<file path="src/rtl/hazard_controller.sv">
// Hazard and forwarding controller for the 5-stage RV32I pipeline.
// Tracks EX/MEM/WB occupancy and drives stall, flush, freeze and forwarding selects.
module hazard_controller (
  input  logic       clk,
  input  logic       reset,
  input  logic       id_valid,
  input  logic [4:0] id_rs1,
  input  logic [4:0] id_rs2,
  input  logic       id_uses_rs1,
  input  logic       id_uses_rs2,
  input  logic [4:0] id_rd,
  input  logic       id_reg_write,
  input  logic       id_mem_read,
  input  logic       id_mem_write,
  input  logic       ex_branch_taken,
  input  logic       dmem_ready,
  output logic       stall_if,
  output logic       stall_id,
  output logic       flush_id,
  output logic       flush_ex,
  output logic       freeze,
  output logic [1:0] forward_a,
  output logic [1:0] forward_b
);

  localparam logic [1:0] FWD_RF  = 2'b00;
  localparam logic [1:0] FWD_MEM = 2'b10;
  localparam logic [1:0] FWD_WB  = 2'b01;

  logic       r_ex_valid;
  logic [4:0] r_ex_rs1;
  logic [4:0] r_ex_rs2;
  logic       r_ex_uses_rs1;
  logic       r_ex_uses_rs2;
  logic [4:0] r_ex_rd;
  logic       r_ex_reg_write;
  logic       r_ex_mem_read;
  logic       r_ex_mem_access;

  logic       r_mem_valid;
  logic [4:0] r_mem_rd;
  logic       r_mem_reg_write;
  logic       r_mem_mem_access;

  logic       r_wb_valid;
  logic [4:0] r_wb_rd;
  logic       r_wb_reg_write;

  logic       w_mem_wait;
  logic       w_load_use;
  logic       w_branch;
  logic       w_load_use_stall;

  // Youngest producer wins: MEM is checked before WB, and x0 never forwards.
  function automatic logic [1:0] fwd_sel(
    input logic       ex_valid,
    input logic       uses,
    input logic [4:0] rs,
    input logic       mem_valid,
    input logic       mem_rw,
    input logic [4:0] mem_rd,
    input logic       wb_valid,
    input logic       wb_rw,
    input logic [4:0] wb_rd
  );
    logic [1:0] sel;
    sel = FWD_RF;
    if (ex_valid && uses && mem_valid && mem_rw && (mem_rd != 5'd0) && (mem_rd == rs))
      sel = FWD_MEM;
    else if (ex_valid && uses && wb_valid && wb_rw && (wb_rd != 5'd0) && (wb_rd == rs))
      sel = FWD_WB;
    return sel;
  endfunction

  assign w_mem_wait = r_mem_valid & r_mem_mem_access & ~dmem_ready;

  assign w_load_use = id_valid & r_ex_valid & r_ex_mem_read & r_ex_reg_write &
                      (r_ex_rd != 5'd0) &
                      ((id_uses_rs1 & (id_rs1 == r_ex_rd)) |
                       (id_uses_rs2 & (id_rs2 == r_ex_rd)));

  // Freeze outranks a branch, which in turn discards any load-use in ID.
  assign w_branch         = ex_branch_taken & ~reset & ~w_mem_wait;
  assign w_load_use_stall = w_load_use & ~w_mem_wait & ~ex_branch_taken;

  assign freeze   = w_mem_wait;
  assign stall_if = w_mem_wait | w_load_use_stall;
  assign stall_id = w_mem_wait | w_load_use_stall;
  assign flush_id = w_branch;
  assign flush_ex = w_branch | w_load_use_stall;

  assign forward_a = fwd_sel(r_ex_valid, r_ex_uses_rs1, r_ex_rs1,
                             r_mem_valid, r_mem_reg_write, r_mem_rd,
                             r_wb_valid, r_wb_reg_write, r_wb_rd);
  assign forward_b = fwd_sel(r_ex_valid, r_ex_uses_rs2, r_ex_rs2,
                             r_mem_valid, r_mem_reg_write, r_mem_rd,
                             r_wb_valid, r_wb_reg_write, r_wb_rd);

  always_ff @(posedge clk or posedge reset) begin
    if (reset) begin
      r_ex_valid       <= 1'b0;
      r_ex_rs1         <= 5'd0;
      r_ex_rs2         <= 5'd0;
      r_ex_uses_rs1    <= 1'b0;
      r_ex_uses_rs2    <= 1'b0;
      r_ex_rd          <= 5'd0;
      r_ex_reg_write   <= 1'b0;
      r_ex_mem_read    <= 1'b0;
      r_ex_mem_access  <= 1'b0;
      r_mem_valid      <= 1'b0;
      r_mem_rd         <= 5'd0;
      r_mem_reg_write  <= 1'b0;
      r_mem_mem_access <= 1'b0;
      r_wb_valid       <= 1'b0;
      r_wb_rd          <= 5'd0;
      r_wb_reg_write   <= 1'b0;
    end else if (!w_mem_wait) begin
      r_wb_valid       <= r_mem_valid;
      r_wb_rd          <= r_mem_rd;
      r_wb_reg_write   <= r_mem_reg_write;
      r_mem_valid      <= r_ex_valid;
      r_mem_rd         <= r_ex_rd;
      r_mem_reg_write  <= r_ex_reg_write;
      r_mem_mem_access <= r_ex_mem_access;
      // A flushed slot keeps the ID fields but is marked invalid, so it is inert.
      r_ex_valid       <= id_valid & ~flush_ex;
      r_ex_rs1         <= id_rs1;
      r_ex_rs2         <= id_rs2;
      r_ex_uses_rs1    <= id_uses_rs1;
      r_ex_uses_rs2    <= id_uses_rs2;
      r_ex_rd          <= id_rd;
      r_ex_reg_write   <= id_reg_write;
      r_ex_mem_read    <= id_mem_read;
      r_ex_mem_access  <= id_mem_read | id_mem_write;
    end
  end

endmodule
</file>
<file path="config.mk">
export PLATFORM = sky130hd
export DESIGN_NAME = hazard_controller
export DESIGN_NICKNAME = d
export VERILOG_FILES = /design/src/rtl/hazard_controller.sv
export SDC_FILE = /design/constraint.sdc
export NUM_CORES = 1
export LEC_CHECK = 0
export BUFFER_PORTS_ARGS = -buffer_cell sky130_fd_sc_hd__buf_2
export CAP_MARGIN = 20
export CORE_MARGIN = 2
export CORE_UTILIZATION = 58
export CTS_BUF_LIST = sky130_fd_sc_hd__clkbuf_16
export DETAILED_ROUTE_END_ITERATION = 6
export PLACE_DENSITY = 0.83
export SKIP_LAST_GASP = 1
export SLEW_MARGIN = 10
export SYNTH_ARGS = -nofsm -noshare
export SYNTH_HDL_FRONTEND = slang
export SYNTH_SLANG_ARGS = --single-unit
export TNS_END_PERCENT = 10
</file>
<file path="constraint.sdc">
create_clock -name clk -period 4.1 [get_ports clk]
set_input_delay 0 -clock clk [delete_from_list [all_inputs] [get_ports clk]]
set_output_delay 0 -clock clk [all_outputs]
set_load 0.03 [all_outputs]
</file>
==> impl_results.html <==
<table>
<tr><th>Metric</th><th>Value</th></tr>
<tr><th colspan="2">Synthesis</th></tr>
<tr><td>Share of the synthesized area in the top cell type</td><td>0.503</td></tr>
<tr><td>Netlist area before placement</td><td>around 1800 sq um</td></tr>
<tr><td>Share of the yosys chip area belonging to registers</td><td>0.503</td></tr>
<tr><td>Leading post-synthesis cells by instance count</td><td>98 x sky130_fd_sc_hd__nand2_1, 36 x sky130_fd_sc_hd__dfrtp_1, 16 x sky130_fd_sc_hd__xor2_1</td></tr>
<tr><td>Most repeated cell in the gate-level netlist after synthesis</td><td>sky130_fd_sc_hd__nand2_1</td></tr>
<tr><td>Primary flip-flop cell chosen by synthesis mapping</td><td>sky130_fd_sc_hd__dfrtp_1</td></tr>
<tr><td>Synthesized area per cell</td><td>between 8 and 9 sq um</td></tr>
<tr><td>Synth Net Count</td><td>between 200 and 250</td></tr>
<tr><td>Yosys warning total</td><td>0</td></tr>
<tr><td>Ys async rst share</td><td>1.00</td></tr>
<tr><td>Gate Count Post-Synth</td><td>approximately 210</td></tr>
<tr><td>Cell type with the largest total area after synthesis</td><td>sky130_fd_sc_hd__dfrtp_1</td></tr>
<tr><td>Count of state elements after synthesis</td><td>36</td></tr>
<tr><td>Netlist cell types</td><td>25</td></tr>
<tr><td>Number of synthesized flops with an enable pin</td><td>0</td></tr>
<tr><td>Top area cells in the synthesized netlist</td><td>sky130_fd_sc_hd__dfrtp_1 50%, sky130_fd_sc_hd__nand2_1 21%, sky130_fd_sc_hd__xor2_1 7.8%</td></tr>
<tr><th colspan="2">Finish</th></tr>
<tr><td>Net count reported at finish</td><td>~290</td></tr>
<tr><td>Area Overhead vs Synth</td><td>30.6%</td></tr>
<tr><td>Total inserted antenna cells</td><td>0</td></tr>
<tr><td>Fraction of final layout cells with drive strength greater than 1</td><td>0.157</td></tr>
<tr><th colspan="2">Job</th></tr>
<tr><td>MaxCap Viol Count</td><td>0</td></tr>
<tr><th colspan="2">Clock tree</th></tr>
<tr><td>CTS HTree Levels</td><td>2</td></tr>
<tr><td>Num CTS Buffers</td><td>5</td></tr>
<tr><td>Gates resized, CTS repair</td><td>0</td></tr>
<tr><td>Post-CTS setup repair buffer count</td><td>0</td></tr>
<tr><td>Root Buffer Master</td><td>sky130_fd_sc_hd__clkbuf_16</td></tr>
<tr><td>Clock network latency to the later pin of the worst-skew pair</td><td>around 0.28 ns</td></tr>
<tr><td>Clock tree from TritonCTS</td><td>built</td></tr>
<tr><td>Maximum clock insertion buffer count</td><td>2</td></tr>
<tr><td>Sink count of the clock tree</td><td>36</td></tr>
<tr><td>Worst-path clk slew</td><td>roughly 0.050 ns</td></tr>
<tr><td>Hold buffer count at cts</td><td>22</td></tr>
<tr><th colspan="2">Routing</th></tr>
<tr><td>Post-DR wirelength/cell</td><td>between 10 and 15 um</td></tr>
<tr><td>Via density per instance</td><td>between 5 and 6</td></tr>
<tr><td>Detailed-routing iteration count for the pre-antenna-repair pass</td><td>5</td></tr>
<tr><td>Drt first-iter violations</td><td>63</td></tr>
<tr><td>DRC violations left</td><td>0</td></tr>
<tr><td>Total Routed Length</td><td>~4.4 mm</td></tr>
<tr><td>Via Count</td><td>about 1600</td></tr>
<tr><td>Residual antenna-violating net count after detailed routing</td><td>0</td></tr>
<tr><th colspan="2">GRT</th></tr>
<tr><td>Number of antenna violations at the first check in global routing</td><td>0</td></tr>
<tr><td>Congestion Overflow GR</td><td>0</td></tr>
<tr><td>First-pass GRT wire length</td><td>7.11 mm</td></tr>
<tr><td>Global-route usage over all layers</td><td>0.287</td></tr>
<tr><td>Via count of the first global-routing pass</td><td>approximately 1500</td></tr>
<tr><td>Maximum number of pins on one net before global-route repair</td><td>40</td></tr>
<tr><th colspan="2">Floorplan</th></tr>
<tr><td>Starting utilization of the core area</td><td>0.596</td></tr>
<tr><td>Vert. Die Dim</td><td>59.5 um</td></tr>
<tr><td>Area of the placeable core</td><td>3000 sq um</td></tr>
<tr><td>Number of I/O pins</td><td>34</td></tr>
<tr><td>Core Rows</td><td>20</td></tr>
<tr><td>Horizontal die dimension</td><td>59.5 um</td></tr>
<tr><td>Die Footprint</td><td>~3500 sq um</td></tr>
<tr><th colspan="2">Setup path</th></tr>
<tr><td>Slack of the worst reg-to-reg path</td><td>approximately 2.2 ns</td></tr>
<tr><td>Crit end category</td><td>output pin</td></tr>
<tr><td>Required arrival time at the worst endpoint</td><td>about 4 ns</td></tr>
<tr><td>Startpoint Class</td><td>flop</td></tr>
<tr><td>Peak fanout along the critical path</td><td>39</td></tr>
<tr><td>Critical Path AT</td><td>between 2 and 2.5 ns</td></tr>
<tr><td>Launch instance of the worst register-to-register path</td><td>r_mem_valid</td></tr>
<tr><td>Type of the setup path with the least slack</td><td>reg -&gt; out</td></tr>
<tr><td>Worst reg2reg endpoint</td><td>r_wb_rd[1]</td></tr>
<tr><td>Number of cells traversed by the worst register-to-register path</td><td>6</td></tr>
<tr><th colspan="2">Placed design</th></tr>
<tr><td>Placed wire-length estimate after detailed placement</td><td>approximately 2.8 mm</td></tr>
<tr><td>Routability cong.</td><td>0.911</td></tr>
<tr><td>IO Port Bufs</td><td>33</td></tr>
<tr><th colspan="2">STA</th></tr>
<tr><td>Worst Tran Pin Value</td><td>between 0.4 and 0.5 ns</td></tr>
<tr><td>Relative max-transition margin</td><td>0.695</td></tr>
<tr><td>Hold Vio Cnt, Final</td><td>0</td></tr>
<tr><td>Setup TNS after final layout</td><td>0 ns</td></tr>
<tr><td>Layout Skew</td><td>about 0.0037 ns</td></tr>
<tr><td>Final-report max-slew violation count</td><td>0</td></tr>
<tr><td>Final critical path time including I/O delays and setup</td><td>between 2 and 2.5 ns</td></tr>
<tr><td>Setup repair after global routing missed its margin</td><td>no</td></tr>
<tr><td>Maximum frequency from static timing analysis</td><td>0.449 GHz</td></tr>
<tr><td>Final Setup Violations</td><td>0</td></tr>
<tr><td>Final critical-path share of the clock period</td><td>0.543</td></tr>
<tr><th colspan="2">Power and ir drop</th></tr>
<tr><td>Highest ir drop seen on vdd</td><td>around 0.36 mV</td></tr>
<tr><td>Power Density</td><td>roughly 470 nW/um^2</td></tr>
<tr><td>Leakage power</td><td>approximately 1.2 nW</td></tr>
<tr><td>Overall power</td><td>between 1 and 1.5 mW</td></tr>
<tr><th colspan="2">Min path</th></tr>
<tr><td>End point of the worst hold path</td><td>r_ex_valid</td></tr>
<tr><td>Number of instances on the worst hold path</td><td>3</td></tr>
<tr><td>Source of the worst hold timing path</td><td>id_valid</td></tr>
<tr><td>Hold WC Path Type</td><td>in -&gt; reg</td></tr>
<tr><th colspan="2">Status</th></tr>
<tr><td>Status</td><td>complete, no violations</td></tr>
</table>
-- worst max-delay path, stage by stage (launching register included) --
cell and delay [ns]:
sky130_fd_sc_hd__dfrtp_1 0.40, sky130_fd_sc_hd__nand3b_1 0.09, sky130_fd_sc_hd__buf_4 0.35, sky130_fd_sc_hd__clkinv_1 0.41, sky130_fd_sc_hd__buf_4 0.34, sky130_fd_sc_hd__a21o_1 0.18, sky130_fd_sc_hd__buf_2 0.17
-- layout by cell type, fill, tap and decap left out --
cell,count
sky130_fd_sc_hd__nand2_1,98
sky130_fd_sc_hd__nand3b_1,1
sky130_fd_sc_hd__dfrtp_1,36
sky130_fd_sc_hd__a21o_1,1
sky130_fd_sc_hd__clkinv_1,3
sky130_fd_sc_hd__o22ai_1,1
sky130_fd_sc_hd__nand3_1,4
sky130_fd_sc_hd__a21oi_1,3
sky130_fd_sc_hd__nor4_1,4
sky130_fd_sc_hd__inv_1,3
sky130_fd_sc_hd__dlygate4sd3_1,22
sky130_fd_sc_hd__nor3_1,4
sky130_fd_sc_hd__xor2_1,16
sky130_fd_sc_hd__or4_1,2
sky130_fd_sc_hd__a31o_1,1
sky130_fd_sc_hd__nand4_1,4
sky130_fd_sc_hd__buf_2,33
sky130_fd_sc_hd__clkbuf_16,5
sky130_fd_sc_hd__o2111ai_2,1
sky130_fd_sc_hd__buf_4,3
sky130_fd_sc_hd__o31a_1,1
sky130_fd_sc_hd__nor2_1,6
sky130_fd_sc_hd__o21ai_0,1
sky130_fd_sc_hd__xnor2_1,14
sky130_fd_sc_hd__nand2b_1,1
-- flip-flops by register name, indices dropped and copies added (netlist names), 5 cells and up --
| signal | count |
|---|---|
| r_ex_rd | 5 |
| r_wb_rd | 5 |
| r_ex_rs1 | 5 |
| r_ex_rs2 | 5 |
| r_mem_rd | 5 |
-- final cells by class --
type	count	area (sq um)
Tap cell	33	41.3
Clock buffer	5	125
Multi-Input combinational cell	163	838
Inverter	4	15.0
Clock inverter	2	7.51
Timing Repair Buffer	58	408
Sequential cell	36	901
Fill cell	222	667
-- where the power goes --
part	internal, mW	total (mW)	switching (mW)
sequential	0.420	0.510	0.0907
combinational	0.117	0.247	0.130
clock	0.217	0.349	0.132
total	0.754	1.11	0.352
-- through the flow --
stage | cell area (sq um) | setup WS [ns] | hold slack, ns | cells | utilization
3_3_place_gp | 1980 | 2.26 | 0.126 | 272 | 0.660
5_1_grt | 2340 | 1.73 | 0.0898 | 301 | 0.778
4_1_cts | 2340 | 1.89 | 0.0776 | 301 | 0.778
2_1_floorplan | 1790 | 2.31 | 0.112 | 211 | -
3_5_place_dp | 1980 | 2.21 | 0.130 | 272 | 0.660
6_report | 2340 | 1.87 | 0.0861 | 301 | 0.778
-- routing by layer --
layer,wire [um],vias to the layer above,GRT usage
li1,-,785,-
met1,1820,765,0.356
met2,2250,56,0.463
met3,219,13,0.0808
met4,121,0,0.137
met5,0,-,0
-- cell families (layout without fill, tap and decap cells) --
logic type	count (synthesis)	count (layout)	share of synthesized area
simple gates	124	124	0.285
flops	36	36	0.503
xor+xnor	30	30	0.147
buf+inv	12	69	0.0280
compound gates	9	9	0.0371
-- worst max path at each step --
stage	to	cells past startpoint	start	slack (ns)
3_3_place_gp	stall_if	6	r_mem_valid	2.26
2_1_floorplan	forward_a[0]	4	r_mem_rd[1]	2.31
3_5_place_dp	stall_id	6	r_mem_valid	2.21
5_1_grt	stall_if	6	r_mem_valid	1.73
4_1_cts	stall_id	6	r_mem_valid	1.89
6_report	stall_if	6	r_mem_valid	1.87
Power figures use the tool's default switching activity.
